$ cat config.mk
export PLATFORM = sky130hd
export DESIGN_NAME = mtx_hop_scheduler
export DESIGN_NICKNAME = d
export VERILOG_FILES = /design/src/rtl/mtx_hop_scheduler.sv
export SDC_FILE = /design/constraint.sdc
export NUM_CORES = 1
export LEC_CHECK = 0
export BUFFER_PORTS_ARGS = -buffer_cell sky130_fd_sc_hd__buf_4
export CORE_MARGIN = 4
export CORE_UTILIZATION = 55
export CTS_CLUSTER_SIZE = 24
export DETAILED_ROUTE_END_ITERATION = 8
export GPL_TIMING_DRIVEN = 0
export PLACE_DENSITY = 0.72
export SETUP_SLACK_MARGIN = 0.2
export SLEW_MARGIN = 10
export SYNTH_ARGS = -nofsm -noshare
export SYNTH_HDL_FRONTEND = slang
export SYNTH_SLANG_ARGS = --single-unit
export TNS_END_PERCENT = 30
$ cat constraint.sdc
create_clock -name clk -period 10.9 [get_ports clk]
set_input_delay 2.18 -clock clk [delete_from_list [all_inputs] [get_ports clk]]
set_output_delay 2.18 -clock clk [all_outputs]
set_load 0.02 [all_outputs]
$ cat src/rtl/mtx_hop_scheduler.sv
// Hop sequencer for the mtx_sig_tag_chip tone generator.
// Optional statistics counters: define MTX_HOP_SCHED_STATS_EN.
module mtx_hop_scheduler #(
  parameter int PHASE_WIDTH = 24,
  parameter int HOP_ADDR_W  = 4,
  parameter int STAT_WIDTH  = 32
) (
  input  logic                   clk,
  input  logic                   reset,
  input  logic                   cfg_wr_en,
  input  logic [HOP_ADDR_W-1:0]  cfg_wr_addr,
  input  logic [PHASE_WIDTH-1:0] cfg_wr_data,
  output logic                   cfg_wr_err,
  input  logic [HOP_ADDR_W:0]    num_hops,
  input  logic                   loop_en,
  input  logic                   start,
  input  logic                   stop,
  output logic                   busy,
  output logic                   done,
  output logic                   frame_done,
  output logic [HOP_ADDR_W-1:0]  cur_hop,
  output logic                   chip_srst,
  output logic                   chip_phase_tvalid,
  output logic                   chip_phase_tlast,
  output logic [PHASE_WIDTH-1:0] chip_hop_phase_inc,
  input  logic                   chip_phase_tready,
  input  logic                   chip_hop_ready
`ifdef MTX_HOP_SCHED_STATS_EN
  ,
  output logic [STAT_WIDTH-1:0]  stat_hops,
  output logic [STAT_WIDTH-1:0]  stat_frames,
  output logic [STAT_WIDTH-1:0]  stat_stall
`endif
);

  localparam int DEPTH = 1 << HOP_ADDR_W;

  localparam logic [HOP_ADDR_W:0]   NH_ONE  = 1;
  localparam logic [HOP_ADDR_W-1:0] HOP_ONE = 1;

  typedef enum logic [1:0] {
    S_IDLE,
    S_LOAD,
    S_RUN,
    S_STOP
  } state_t;

  state_t state_q;
  state_t state_d;

  logic [PHASE_WIDTH-1:0] hop_tbl [DEPTH];

  logic [HOP_ADDR_W:0]   nh_q;
  logic                  loop_q;
  logic [HOP_ADDR_W-1:0] nxt_q;
  logic [HOP_ADDR_W-1:0] nxt_wrap;
  logic [HOP_ADDR_W-1:0] load_nxt;
  logic [HOP_ADDR_W:0]   last_hop;

  logic start_ok;
  logic running;
  logic boundary;
  logic frame_end;

  assign start_ok = start && (num_hops != '0);
  assign running  = (state_q == S_RUN) ||
                    (state_q == S_STOP);
  assign boundary = running && chip_hop_ready;
  assign last_hop = nh_q - NH_ONE;

  assign frame_end = boundary &&
    ({1'b0, cur_hop} == last_hop);

  // Successor of the pending hop, wrapping at the frame length
  assign nxt_wrap =
    (({1'b0, nxt_q} + NH_ONE) == nh_q) ?
    '0 : nxt_q + HOP_ONE;

  assign load_nxt = (nh_q == NH_ONE) ?
    '0 : HOP_ONE;

  always_ff @(posedge clk) begin
    if (cfg_wr_en && (state_q == S_IDLE)) begin
      hop_tbl[cfg_wr_addr] <= cfg_wr_data;
    end
  end

  always_ff @(posedge clk) begin
    if (reset) begin
      state_q <= S_IDLE;
    end else begin
      state_q <= state_d;
    end
  end

  always_comb begin
    state_d = state_q;
    unique case (state_q)
      S_IDLE: begin
        if (start_ok) begin
          state_d = S_LOAD;
        end
      end
      S_LOAD: begin
        state_d = stop ? S_IDLE : S_RUN;
      end
      S_RUN: begin
        if (frame_end && !loop_q) begin
          state_d = S_IDLE;
        end else if (stop) begin
          state_d = S_STOP;
        end
      end
      S_STOP: begin
        if (chip_hop_ready) begin
          state_d = S_IDLE;
        end
      end
      default: state_d = S_IDLE;
    endcase
  end

  always_comb begin
    busy              = (state_q != S_IDLE);
    chip_srst         = (state_q == S_IDLE) ||
                        (state_q == S_LOAD);
    chip_phase_tvalid = running;
    frame_done        = frame_end;
    chip_phase_tlast  = frame_end ||
      ((state_q == S_STOP) && chip_hop_ready);
  end

  always_ff @(posedge clk) begin
    if (reset) begin
      nh_q               <= '0;
      loop_q             <= 1'b0;
      nxt_q              <= '0;
      cur_hop            <= '0;
      chip_hop_phase_inc <= '0;
      done               <= 1'b0;
      cfg_wr_err         <= 1'b0;
    end else begin
      done       <= (state_q != S_IDLE) &&
                    (state_d == S_IDLE);
      cfg_wr_err <= cfg_wr_en &&
                    (state_q != S_IDLE);
      unique case (state_q)
        S_IDLE: begin
          chip_hop_phase_inc <= hop_tbl[0];
          if (start_ok) begin
            nh_q   <= num_hops;
            loop_q <= loop_en;
          end
        end
        S_LOAD: begin
          cur_hop            <= '0;
          nxt_q              <= load_nxt;
          chip_hop_phase_inc <= hop_tbl[load_nxt];
        end
        S_RUN, S_STOP: begin
          // Generator has just latched the pending hop
          if (chip_hop_ready) begin
            cur_hop            <= nxt_q;
            nxt_q              <= nxt_wrap;
            chip_hop_phase_inc <= hop_tbl[nxt_wrap];
          end
        end
        default: ;
      endcase
    end
  end

`ifdef MTX_HOP_SCHED_STATS_EN
  logic stat_clr;

  assign stat_clr = reset ||
    ((state_q == S_IDLE) && start_ok);

  always_ff @(posedge clk) begin
    if (stat_clr) begin
      stat_hops   <= '0;
      stat_frames <= '0;
      stat_stall  <= '0;
    end else begin
      if (boundary && (stat_hops != '1)) begin
        stat_hops <= stat_hops + 1'b1;
      end
      if (frame_done && (stat_frames != '1)) begin
        stat_frames <= stat_frames + 1'b1;
      end
      if (chip_phase_tvalid && !chip_phase_tready &&
          (stat_stall != '1)) begin
        stat_stall <= stat_stall + 1'b1;
      end
    end
  end
`endif

endmodule

Word-level counts from Yosys, hierarchy flattened
Memory sizes are Yosys's and may differ from the RTL's.
Index checks and enable logic that the tools add are counted.
{"block": "totals", "mem_bits_rw": 384, "out_inout_bits": 35, "mem_count": 1, "elab_cells": 55, "latch_bits": 0, "reg_bits": 42, "input_bits": 41, "romBits": 0}
{"block": "op_classes", "n_eq_ne": 7, "n_div": 0, "bitwise": 0, "n_addsub": 3, "mux": 16, "mul": 0, "n_reduce_logical": 20, "n_shift": 0, "order_cmp": 0}
{"memory": "hop_tbl", "depth": 16, "width": 24, "read_ports": 3, "rd_ports_with_merged_regs": 0, "wr": 1, "line_no": "51", "text": "logic [PHASE_WIDTH-1:0] hop_tbl [DEPTH];"}
{"op": "one-hot mux 24 bit (3 select lines)", "n": 1}
{"op": "2-to-1 mux 24 bit", "n": 1}
{"op": "one-hot mux 4 bit (2 select lines)", "n": 2}
{"op": "2-to-1 mux 4 bit", "n": 3}
{"op": "2-to-1 mux 2 bit", "n": 5}
{"op": "logical AND 1 bit", "n": 8}
{"op": "one-hot mux 2 bit (4 select lines)", "n": 1}
{"op": "adder 4 x 1 -> 5 bit (second input constant)", "n": 1}
{"op": "== test 4 x 5 -> 1 bit", "n": 1}
{"op": "== test 5 x 1 -> 1 bit (second input constant)", "n": 1}
{"op": "== test 5 bit", "n": 1}
{"op": "nonzero test 5 bit", "n": 1}
{"op": "subtractor 5 x 1 -> 5 bit (second input constant)", "n": 1}
{"op": "adder 4 x 1 -> 4 bit (second input constant)", "n": 1}
{"op": "== test 2 bit (second input constant)", "n": 2}
{"op": "logical NOT 2 bit", "n": 2}
{"op": "AND reduction 2 bit", "n": 2}
{"op": "nonzero test 2 bit", "n": 2}
{"op": "logical OR 1 bit", "n": 3}
{"op": "2-to-1 mux 1 bit", "n": 3}
{"op": "== test 2 x 1 -> 1 bit (second input constant)", "n": 1}
{"op": "inequality test 2 bit (second input constant)", "n": 1}
{"op": "OR reduction 2 bit", "n": 1}
{"op": "logical NOT 1 bit", "n": 1}

Logic depth before layout (Yosys ltp)
Gate-level depths: netlist of the first run.
{"block": "logic_depth", "ltp_word": 9, "mapped_depth": 11, "ltp_nobuf": 9}

Least setup slack after synthesis of the first run
No wires, ideal clock.
{"block": "synth_timing", "kind": "input to output", "start": "input port chip_hop_ready", "end": "output port chip_phase_tlast", "cell_stages": 5, "path_buffers": 1, "required_time_ns": 8.720, "arrival_time_ns": 3.326, "path_slack_ns": 5.394, "cell_sequence": "and2_1 > clkbuf_1 > nand4_1 > a21oi_1 > a21o_1"}
{"block": "synth_via", "elab_chain_cells": 3, "word_cells_on_any_way": 4, "cone_classes": "reduce/logical: 4"}
{"item": "start, declared", "line_no": "27", "text": "input logic chip_hop_ready"}
{"item": "logical AND 1 bit", "line_no": "68", "text": "assign boundary = running && chip_hop_ready;"}
{"item": "logical AND 1 bit", "line_no": "71", "text": "assign frame_end = boundary &&"}
{"item": "net frame_done", "line_no": "20", "text": "output logic frame_done,"}
{"item": "logical OR 1 bit", "line_no": "129", "text": "chip_phase_tlast = frame_end ||"}
{"item": "end, declared", "line_no": "24", "text": "output logic chip_phase_tlast,"}
The timed path passes the listed nets, and every way through them passes these cells.

Worst setup path in the final report of the first run
{"block": "layout_timing", "start": "input port chip_hop_ready", "end": "output port chip_phase_tlast"}
{"block": "layout_via", "elab_chain_cells": 3, "word_cells_on_any_way": 4, "cone_classes": "reduce/logical: 4"}
{"item": "logical AND 1 bit", "line_no": "68"}
{"item": "logical AND 1 bit", "line_no": "71"}
{"item": "logical OR 1 bit (*)", "line_no": "129"}
Mark *: on every way between the ends. The rest lies on a longest branch, timed or not.

==> impl_summary.md, run 1 <==
Outcome
The run finished with clean final reports.

Floorplanning
The floorplan die area is around 35000 µm². The die is between 150 and 200 µm tall. The starting density of the core is about 56%. For this design the top-level I/O count stands at 76. The initialized floorplan defines 65 standard-cell rows. The floorplan step set the die width to about 190 µm. After floorplanning, the core was sized to cover between 30000 and 40000 µm².

Finish
The fraction of layout cells with a size suffix above 1 is 15.1%. The combined area of the multi-input logic cells is 5060 µm². The layout overhead on the synthesized area is 16.9%. The sequential cells in the finished layout cover a total of 12400 µm². The top cell types in the final layout, fill and taps aside, are sky130_fd_sc_hd__edfxtp_1, sky130_fd_sc_hd__a21oi_1, sky130_fd_sc_hd__nor2_1. The library cell used most frequently in the layout, excluding fill and tap cells, is sky130_fd_sc_hd__edfxtp_1.

The fill cell total of the finished layout is around 2300. The net count reported at finish is 1449.

Clock tree
The cell at the root of the clock tree is sky130_fd_sc_hd__clkbuf_16. Hold repair after CTS inserted 0 buffers. The number of clock buffers added by TritonCTS is 43. The H-tree was split into 2 levels. The number of gates resized after CTS is 0.

The worst-case clock buffer depth is 3. After clock tree synthesis, the setup repair step added 0 buffers. The later pin in the worst-skew pair is clocked with a latency of around 0.55 ns. Clock-pin slew was measured on the worst setup and hold paths at roughly 0.050 ns. CTS saw between 400 and 500 sinks.

The CTS tree is yes.

STA
The shortest period the worst path allows is about 5.7 ns. The number of slew-limit violations in the final report is 0. Setup repair after global routing left no endpoint under its margin.

The worst slew margin relative to its limit is about a quarter. The worst path setup slack after routing is between 5 and 6 ns. The maximum clock rate is between 0.15 and 0.2 GHz. On the final layout, the worst clock skew is around 0.017 ns. The final hold violation count is 0. The transition time of the tightest slew-check pin is ~1.1 ns.

Setup violations remaining at the end of the flow were counted as 0. Dividing the final minimum period by the clock period gives roughly half. The aggregate negative setup slack is 0 ns.

Pwr
The worst ir drop on vdd is around 0.13 mV. The areal power density over the cells is roughly 180 nW/µm². The cell leakage power is between 6 and 7 nW.

Detailed routing
The residual antenna-violating net count after detailed routing is 0. The number of detailed-routing iterations run before antenna repair is 6. The count of routing violations after the opening detailed-route iteration is between 1500 and 2000.

The number of remaining DRC errors is 0. In the final routed layout, each cell accounts on average for between 20 and 30 µm. After detailed routing, the total wire length is 53300 µm. After detailed routing, the number of vias per cell comes to a little under 7.

The routed layout has 12694 vias.

Yosys
After synthesis, the share of flip-flops with an asynchronous set or reset is 0%. The netlist uses 55 different library cells. During synthesis, Yosys emitted a total of 0 warnings. The adder-cell share of the synthesized area is less than 1%. The basic-gate share of the synthesized area counting and, or, nand and nor cells is approximately 7%.

After Yosys synthesis, XOR and XNOR cells account for less than 1% of the synthesized area. The mean cell area of the mapped netlist is 14.0 µm². Summed over its instances, the top area cell type makes up between 60% and 70% of the synthesized netlist area. The synthesized design contains ~380 enable-type register cells. Synthesis produced a netlist with a net count of ~1300. The share of cell area taken by muxes after synthesis is under 10%.

The library cell occupying the most area in the post-synthesis netlist is sky130_fd_sc_hd__edfxtp_1. The compound-cell area share of the yosys netlist is 15.8%. Summing every instance area after synthesis gives approximately 18000 µm².

By area, the combinational part of the netlist is dominated by compound AO/OA/AOI/OAI gates. After synthesis the netlist holds a flip-flop and latch count of roughly 430. Among all flip-flop cells after synthesis, the most frequent one is sky130_fd_sc_hd__edfxtp_1. The sequential fraction of the synthesis area is between 60% and 70%. Counting every instance in the synthesized netlist gives ~1300. By area the synthesized netlist is led by sky130_fd_sc_hd__edfxtp_1, sky130_fd_sc_hd__dfxtp_1, sky130_fd_sc_hd__mux2i_1, sky130_fd_sc_hd__a21oi_1, sky130_fd_sc_hd__o221ai_1.

Global route
Summed over all layers, the global routing overflow is 0. The number of antenna violations at the first check in global routing is 1. Global routing used 29.6% of the available tracks across all layers.

The largest net degree at the start of global routing is 17. The global-route wire length before repair is 78300 µm. The via count of the first global-routing pass is between 10000 and 15000.

Placed design
The last weighted congestion value of the routability-driven placer is 0.936. The half-perimeter wire length after placement is approximately 35000 µm. The quantity of I/O buffers inserted on ports is between 70 and 80.

The setup slack at placement is between 5 and 6 ns.

Run
The number of violations of the max-capacitance limit is 0.

Setup path
In this run the worst path has a maximum fanout of 10. STA classifies the critical path startpoint as an input pin. The classification of the worst setup path is input pin to primary output.

The required time of the critical path is 8.72 ns. The nature of the critical path endpoint is a primary output. Data on the critical path arrives at its endpoint at about 3.5 ns.

Min path
In this run the worst hold path is classified as register to register.
## flip-flops by register name, indices dropped and copies added, names as in the netlist, 2 cells and up
name and count:
nh_q 5, cur_hop 4, state_q 2, hop_tbl 384
chip_hop_phase_inc 24, nxt_q 4
## per-layer routing
| layer | track usage (%) | routed length [µm] |
|---|---|---|
| met1 | 40.1 | 20000 |
| met2 | 47.6 | 25000 |
| met3 | 5.36 | 6170 |
| met4 | 12.7 | 2210 |
| met5 | 0 | 0 |
## cell type report
type                       count  area share, %
sequential                   426           59.7
clock inverter                17          0.742
inverter                       8          0.145
multi-input combinational    733           24.4
antenna                        1         0.0121
clock buffer                  62           6.03
buffer                        98           1.87
tap                          402           2.43
timing repair buffer          95           4.71
## worst paths after layout
path / from / to / slack (ns) / cells past startpoint
min: loop_q / loop_q / 0.49 / 2
min reg2reg: loop_q / loop_q / 0.49 / 2
max: chip_hop_ready / chip_phase_tlast / 5.24 / 7
max reg2reg: state_q[1] / hop_tbl[3][8] / 7.04 / 8
## logic make-up after synthesis
| group | count (synthesis) |
|---|---|
| xor gates and xnor gates | 13 |
| AOI/OAI and AO/OA | 395 |
| adders and majority gates | 3 |
| and+or+nand+nor | 247 |
| buffers and inverters | 106 |
| muxes | 75 |
| DFF | 426 |
## critical path, cell delays in order
cell and delay (ns):
sky130_fd_sc_hd__buf_4 0.11, sky130_fd_sc_hd__and2_1 0.12, sky130_fd_sc_hd__clkbuf_1 0.38, sky130_fd_sc_hd__nand4_1 0.16, sky130_fd_sc_hd__a21oi_1 0.28, sky130_fd_sc_hd__a21o_1 0.12
sky130_fd_sc_hd__buf_4 0.13
## per-stage QoR
stage,utilization (%),instances,hold slack (ns),total power (W),cell area (µm²)
floorplan,-,1265,0.463,0.00205,17700
global placement,59.2,1740,0.479,0.00219,18800
CTS,65.3,1841,0.501,0.00365,20700
global route,65.4,1842,0.545,0.00375,20700
detailed placement,60.9,1762,0.490,0.00221,19300
finish,65.4,1842,0.492,0.00365,20700
## cells in the mapped netlist, types with 30 or more instances
library cell	number
sky130_fd_sc_hd__a211oi_1	52
sky130_fd_sc_hd__a21oi_1	101
sky130_fd_sc_hd__clkbuf_1	75
sky130_fd_sc_hd__dfxtp_1	42
sky130_fd_sc_hd__edfxtp_1	384
sky130_fd_sc_hd__mux2i_1	53
sky130_fd_sc_hd__nand2_1	36
sky130_fd_sc_hd__nand3_1	30
sky130_fd_sc_hd__nor2_1	101
sky130_fd_sc_hd__o221ai_1	47
sky130_fd_sc_hd__o22ai_1	49
## power by group
part | switching, W | internal, W
registers | 0.0000156 | 0.00180
clock network | 0.000596 | 0.000866
logic | 0.000254 | 0.000115
total | 0.000865 | 0.00279
No activity file was read; power rests on OpenSTA's default activity.
==> run 2, diff against run 1 <==
clock period = 5.5 ns   (was 10.9 ns; I/O delays follow)
==> impl_summary.md, run 2 (synthesized netlist as in run 1, its figures left out) <==
Setup path
The critical path capture point is hop_tbl[3][8]. The first element of the critical path is state_q[1]. The nature of the critical path endpoint is a register. The startpoint type of the worst setup path is a register. The endpoint identified for the worst register-to-register timing path is hop_tbl[3][8]. The path depth of the worst reg2reg path is 8 (unchanged). In this run the critical register-to-register path is launched from state_q[1]. The required time of the critical path came to 5.75 ns (-2.97 ns). The worst setup slack for register-to-register paths is 1.62 ns (-5.42 ns).

By startpoint and endpoint, the worst setup path is classified as register to register. The highest fanout seen on the critical path was 10 (unchanged). The data arrival time of the worst path is 4.12 ns (+0.64 ns).

Global route
The overall track demand over capacity in global routing is 29.5% (about the same). The overflow left after global routing is 0 (unchanged). The global-route wire length before repair came to 78200 µm (-0.16%). The via count of the first global-routing pass is 12543 (+0.17%). The number of antenna violations at the first check in global routing is 1 (unchanged). The largest net degree at the start of global routing came to 17 (unchanged).

STA
The final hold violation count was 0 (unchanged). The aggregate negative setup slack is 0 ns (unchanged). The final worst clock skew was 0.0161 ns (-0.000701 ns). The worst slew margin relative to its limit came to 27.1% (+1.4 points). The number of slew-limit violations in the final report was 0 (unchanged). The transition time of the tightest slew-check pin is 1.09 ns (-0.0214 ns). The final-layout worst hold slack is 0.494 ns (+0.00233 ns).

Setup repair after global routing left no endpoint under its margin. The worst path needs about 3.9 ns of the cycle, external delays included. After layout, the worst path uses between 70% and 80% of the clock period. The number of endpoints failing setup at the final stage is 0 (unchanged).

For this run, the top clock speed supported by timing is approximately 0.26 GHz.

Detailed routing
The count of vias placed by the detailed router was 12737 (+0.34%). The residual antenna-violating net count after detailed routing is 0 (unchanged). The aggregate routed wire length is 53500 µm (+0.22%). The average vias per placed instance came to 6.91 (+0.34%).

The count of routing violations after the opening detailed-route iteration is 1740 (+0.23%). The number of remaining DRC errors was 0 (unchanged). The number of detailed-routing iterations run before antenna repair is 6 (unchanged). The post-detailed-route wirelength per cell came to 29.0 µm (+0.22%).

Pwr
The cell leakage power is 6.72 nW (unchanged). The total power draw was 0.00724 W (+98%). The areal power density over the cells is 349 nW/µm² (+98%). The worst ir drop on vdd came to 0.266 mV (+98%).

Clock tree
The clock-pin slew on the worst setup and hold paths was 0.06 ns (about the same). The worst-case clock buffer depth came to 3 (unchanged). The clock insertion delay at the later pin of the skew report is 0.55 ns (about the same).

The count of clock tree sinks is 426 (unchanged). The number of gates resized after CTS is 0 (unchanged). The cell at the root of the clock tree is sky130_fd_sc_hd__clkbuf_16.

The total CTS buffers came to 43 (unchanged). The H-tree depth was 2 (unchanged). TritonCTS built the clock tree. The post-cts hold buffer count is 0 (unchanged). The number of post-CTS setup repair buffers was 0 (unchanged).

Finish
In the layout the commonest cells are sky130_fd_sc_hd__edfxtp_1, sky130_fd_sc_hd__a21oi_1, sky130_fd_sc_hd__nor2_1. The register ranked first by flip-flop count is hop_tbl. The layout overhead on the synthesized area came to 16.9% (unchanged). The fraction of layout cells with a size suffix above 1 is 15.1% (unchanged). The post-route standard cell area excluding fillers is 20700 µm² (unchanged). The number of flip-flops in the largest register is 384 (unchanged). The net count reported at finish is 1449 (unchanged). In the final layout, the registers with the most flip-flops are hop_tbl (384), chip_hop_phase_inc (24), nh_q (5). Leaving out fill and tap cells, the most frequent cell in the layout is sky130_fd_sc_hd__edfxtp_1.

Floorplanning
The floorplan die area is 35200 µm² (unchanged). The horizontal die dimension is 188 µm (unchanged). The standard-cell row count is 65 (unchanged). The die height is 188 µm (unchanged). The starting density of the core is 55.9% (unchanged). The placeable core area was 31700 µm² (unchanged). The number of placed I/O pins was 76 (unchanged).

Outcome
The flow ran to the end, and the final reports show no timing, DRC or antenna violations.

Placed design
The quantity of I/O buffers inserted on ports is 73 (unchanged). The last weighted congestion value of the routability-driven placer was 0.936 (unchanged). The standard cell area after detailed placement is 19300 µm² (unchanged). The half-perimeter wire length after placement was 35100 µm (unchanged).

Min path
The worst hold path belongs to the class register to register. In this run the most critical hold path is launched from loop_q.

Run
The number of violations of the max-capacitance limit is 0 (unchanged).
==> run 2: routing by layer <==
| metal | track usage, % | share of wire, % | routed length, µm | vias up |
|---|---|---|---|---|
| met5 | 0 | 0 | 0 | - |
| met1 | 40.0 | 38 | 20100 | 6236 |
| li1 | - | - | - | 5417 |
| met4 | 13.0 | 4.1 | 2170 | 0 |
| met3 | 5.31 | 11 | 6130 | 162 |
| met2 | 47.4 | 47 | 25000 | 922 |
==> run 2: cell type report <==
class	instances	area, µm²
inverters	8	30.0
multi-input cells	733	5060
repair buffers	95	976
clock inverters	17	154
clock buffers	62	1250
fillers	2281	11000
flip-flops and latches	426	12400
well taps	402	503
plain buffers	98	387
diodes	1	2.50
==> run 2: worst min-delay path by stage <==
stage | end | slack, ns | cells after the start
floorplan | loop_q | 0.46 | 2
global placement | loop_q | 0.48 | 2
detailed placement | loop_q | 0.49 | 2
CTS | loop_q | 0.50 | 2
global route | loop_q | 0.54 | 2
finish | loop_q | 0.49 | 2
==> run 2: where the power goes <==
group | total, W | switching (W) | internal, W
combinational | 0.000731 | 0.000503 | 0.000227
sequential | 0.00361 | 0.0000309 | 0.00358
clock | 0.00290 | 0.00118 | 0.00172
total | 0.00724 | 0.00172 | 0.00552
==> run 2: through the flow <==
step,utilization [%],worst slack [ns],instances
floorplan,-,1.86,1265
global placement,59.2,-0.325,1740
detailed placement,60.9,1.73,1762
CTS,65.3,1.72,1841
global route,65.4,1.53,1842
finish,65.4,1.62,1842
==> run 2: worst max-delay path, cell delays in order (launching register included) <==
cell                       delay (ns)
sky130_fd_sc_hd__dfxtp_1         0.30
sky130_fd_sc_hd__clkbuf_1        0.20
sky130_fd_sc_hd__clkbuf_1        0.36
sky130_fd_sc_hd__nor2_1          0.82
sky130_fd_sc_hd__nand4_1         0.57
sky130_fd_sc_hd__nor3_2          0.63
sky130_fd_sc_hd__buf_4           0.27
sky130_fd_sc_hd__buf_4           0.23
sky130_fd_sc_hd__buf_6           0.18
==> run 3, diff against run 2 <==
clock period = 3.95 ns   (was 5.5 ns; I/O delays follow)
==> impl_summary.md, run 3 (synthesized netlist as in run 1, its figures left out) <==
Floorplanning
The number of placed I/O pins came to 76 (unchanged). The die height is 188 µm (unchanged). The standard-cell row count is 65 (unchanged). The horizontal die dimension is 188 µm (unchanged). The placeable core area was 31700 µm² (unchanged). The floorplan die area is 35200 µm² (unchanged).

The starting density of the core came to 55.9% (unchanged).

Detailed routing
The count of vias placed by the detailed router is 12670 (-0.53%). The post-detailed-route wirelength per cell is 28.9 µm (-0.40%). The aggregate routed wire length is 53200 µm (-0.40%). The number of detailed-routing iterations run before antenna repair is 7 (+1). The number of remaining DRC errors is 0 (unchanged). The average vias per placed instance came to 6.88 (-0.53%). The residual antenna-violating net count after detailed routing is 0 (unchanged). The count of routing violations after the opening detailed-route iteration is 1820 (+4.6%).

STA
The shortest period the worst path allows is 3.67 ns (-0.210 ns). The number of endpoints failing setup at the final stage was 0 (unchanged). The ratio of final minimum period to clock period is 92.8% (+22 points). The worst path setup slack after routing was 0.283 ns (-1.34 ns).

The number of slew-limit violations in the final report is 0 (unchanged). Setup repair after global routing could not meet its margin everywhere. The transition time of the tightest slew-check pin is 1.06 ns (-0.0371 ns). The final hold violation count is 0 (unchanged).

The maximum clock rate is 0.273 GHz (+5.7%). The final worst clock skew is 0.0120 ns (-0.00409 ns). The final-layout worst hold slack is 0.492 ns (-0.00228 ns).

The worst slew margin relative to its limit is 29.6% (+2.5 points).

Pwr
The worst ir drop on vdd was 0.371 mV (+40%). The net switching component of the power is 0.00238 W (+39%). The relative contribution of combinational cells to total power is 10.1% (about the same). The cell leakage power is 6.73 nW (about the same). The internal power consumption was 0.00769 W (+39%). The portion of total power attributed to the clock network was 40.0% (about the same). The sequential fraction of design power is 49.9% (about the same). The areal power density over the cells is 485 nW/µm² (+39%). The switching part of the total power is 23.6% (-0.088 points).

Clock tree
The total CTS buffers is 43 (unchanged). The post-cts hold buffer count is 0 (unchanged). The worst-case clock buffer depth is 3 (unchanged). The clock-pin slew on the worst setup and hold paths is 0.06 ns (about the same). The number of post-CTS setup repair buffers is 0 (unchanged).

The number of gates resized after CTS is 1 (+1). The cell at the root of the clock tree is sky130_fd_sc_hd__clkbuf_16. The count of clock tree sinks came to 426 (unchanged).

The H-tree depth is 2 (unchanged). The clock insertion delay at the later pin of the skew report is 0.54 ns (about the same). The CTS tree is yes.

Setup path
The startpoint type of the worst setup path is a register. The nature of the critical path endpoint is a register. The required time of the critical path is 4.43 ns (-1.32 ns). The worst setup slack for register-to-register paths is 0.28 ns (-1.34 ns). The classification of the worst setup path is register to register. The highest fanout seen on the critical path is 10 (unchanged). The data arrival time of the worst path is 4.15 ns (+0.03 ns).

The path depth of the worst reg2reg path is 9 (+1).

Min path
The path class of the tightest hold or removal check is register to register. The hold-critical path depth came to 2 (unchanged).

Global route
The global-route wire length before repair is 78300 µm (+0.11%). The via count of the first global-routing pass is 12535 (-0.064%). The largest net degree at the start of global routing is 17 (unchanged).

The overflow left after global routing is 0 (unchanged). The overall track demand over capacity in global routing is 29.6% (about the same). The number of antenna violations at the first check in global routing was 1 (unchanged).

Finish
The fraction of layout cells with a size suffix above 1 is 15.3% (+0.21 points). The register with the most flip-flops in the final layout is hop_tbl. The largest registers in the layout are hop_tbl (384), chip_hop_phase_inc (24), nh_q (5). The layout overhead on the synthesized area is 16.9% (about the same). The net count reported at finish was 1449 (unchanged). The post-route standard cell area excluding fillers was 20700 µm² (about the same). The number of flip-flops in the largest register is 384 (unchanged). The leading cell type in the layout, fill and taps excluded is sky130_fd_sc_hd__edfxtp_1. The library cells used most frequently in the layout, excluding fill and tap cells, are sky130_fd_sc_hd__edfxtp_1, sky130_fd_sc_hd__a21oi_1, sky130_fd_sc_hd__nor2_1. The utilization after layout came to 65.4% (about the same).

Placed design
The setup slack at placement is 0.185 ns (-1.55 ns). The quantity of I/O buffers inserted on ports came to 73 (unchanged). The standard cell area after detailed placement is 19300 µm² (unchanged). The half-perimeter wire length after placement is 35100 µm (unchanged). The last weighted congestion value of the routability-driven placer is 0.936 (unchanged).

Run
The number of violations of the max-capacitance limit is 0 (unchanged).

Outcome
The flow ran to the end, and the final reports show no timing, DRC or antenna violations.
==> run 3: final timing paths <==
check,start,to
setup / recovery,nxt_q[0],chip_hop_phase_inc[20]
setup reg to reg,nxt_q[0],chip_hop_phase_inc[20]
hold / removal,loop_q,loop_q
hold reg to reg,loop_q,loop_q
==> run 3: layout make-up <==
| class | count | area, µm² |
|---|---|---|
| sequential | 426 | 12400 |
| antenna | 1 | 2.50 |
| clock inverter | 17 | 154 |
| fill | 2279 | 11000 |
| timing repair buffer | 95 | 976 |
| buffer | 98 | 389 |
| multi-input combinational | 733 | 5060 |
| tap | 402 | 503 |
| clock buffer | 62 | 1250 |
| inverter | 8 | 30.0 |
==> run 3: power by group through the flow <==
stage	Sequential [W]	Combinational, W	Clock [W]
CTS	0.00502	0.000989	0.00406
detailed placement	0.00512	0.000982	0
finish	0.00502	0.00102	0.00402
global placement	0.00512	0.000936	0
global route	0.00503	0.00107	0.00424
floorplan	0.00513	0.000533	0
==> run 3: metal layers <==
layer	vias up	global-route usage, %	share of wire [%]
li1	5416	-	-
met2	922	47.5	47
met4	0	12.9	4.3
met5	-	0	0
met1	6164	40.1	37
met3	168	5.31	12
==> run 3: stage by stage <==
step | power [W] | std cells | TNS [ns]
2_1_floorplan | 0.00566 | 1265 | 0
5_1_grt | 0.0103 | 1842 | 0
3_5_place_dp | 0.00610 | 1762 | 0
4_1_cts | 0.0101 | 1841 | 0
6_report | 0.0101 | 1842 | 0
3_3_place_gp | 0.00605 | 1740 | -360.45
==> run 3: critical path, stage by stage, from the launching register on <==
cell and delay [ns]:
sky130_fd_sc_hd__dfxtp_1 0.37, sky130_fd_sc_hd__ha_1 0.31, sky130_fd_sc_hd__xnor2_2 0.46, sky130_fd_sc_hd__nor2_1 0.14, sky130_fd_sc_hd__or3_1 0.44, sky130_fd_sc_hd__o21ai_1 0.49, sky130_fd_sc_hd__clkbuf_1 0.63, sky130_fd_sc_hd__a211oi_1 0.14
sky130_fd_sc_hd__o32ai_1 0.43, sky130_fd_sc_hd__or4_1 0.19
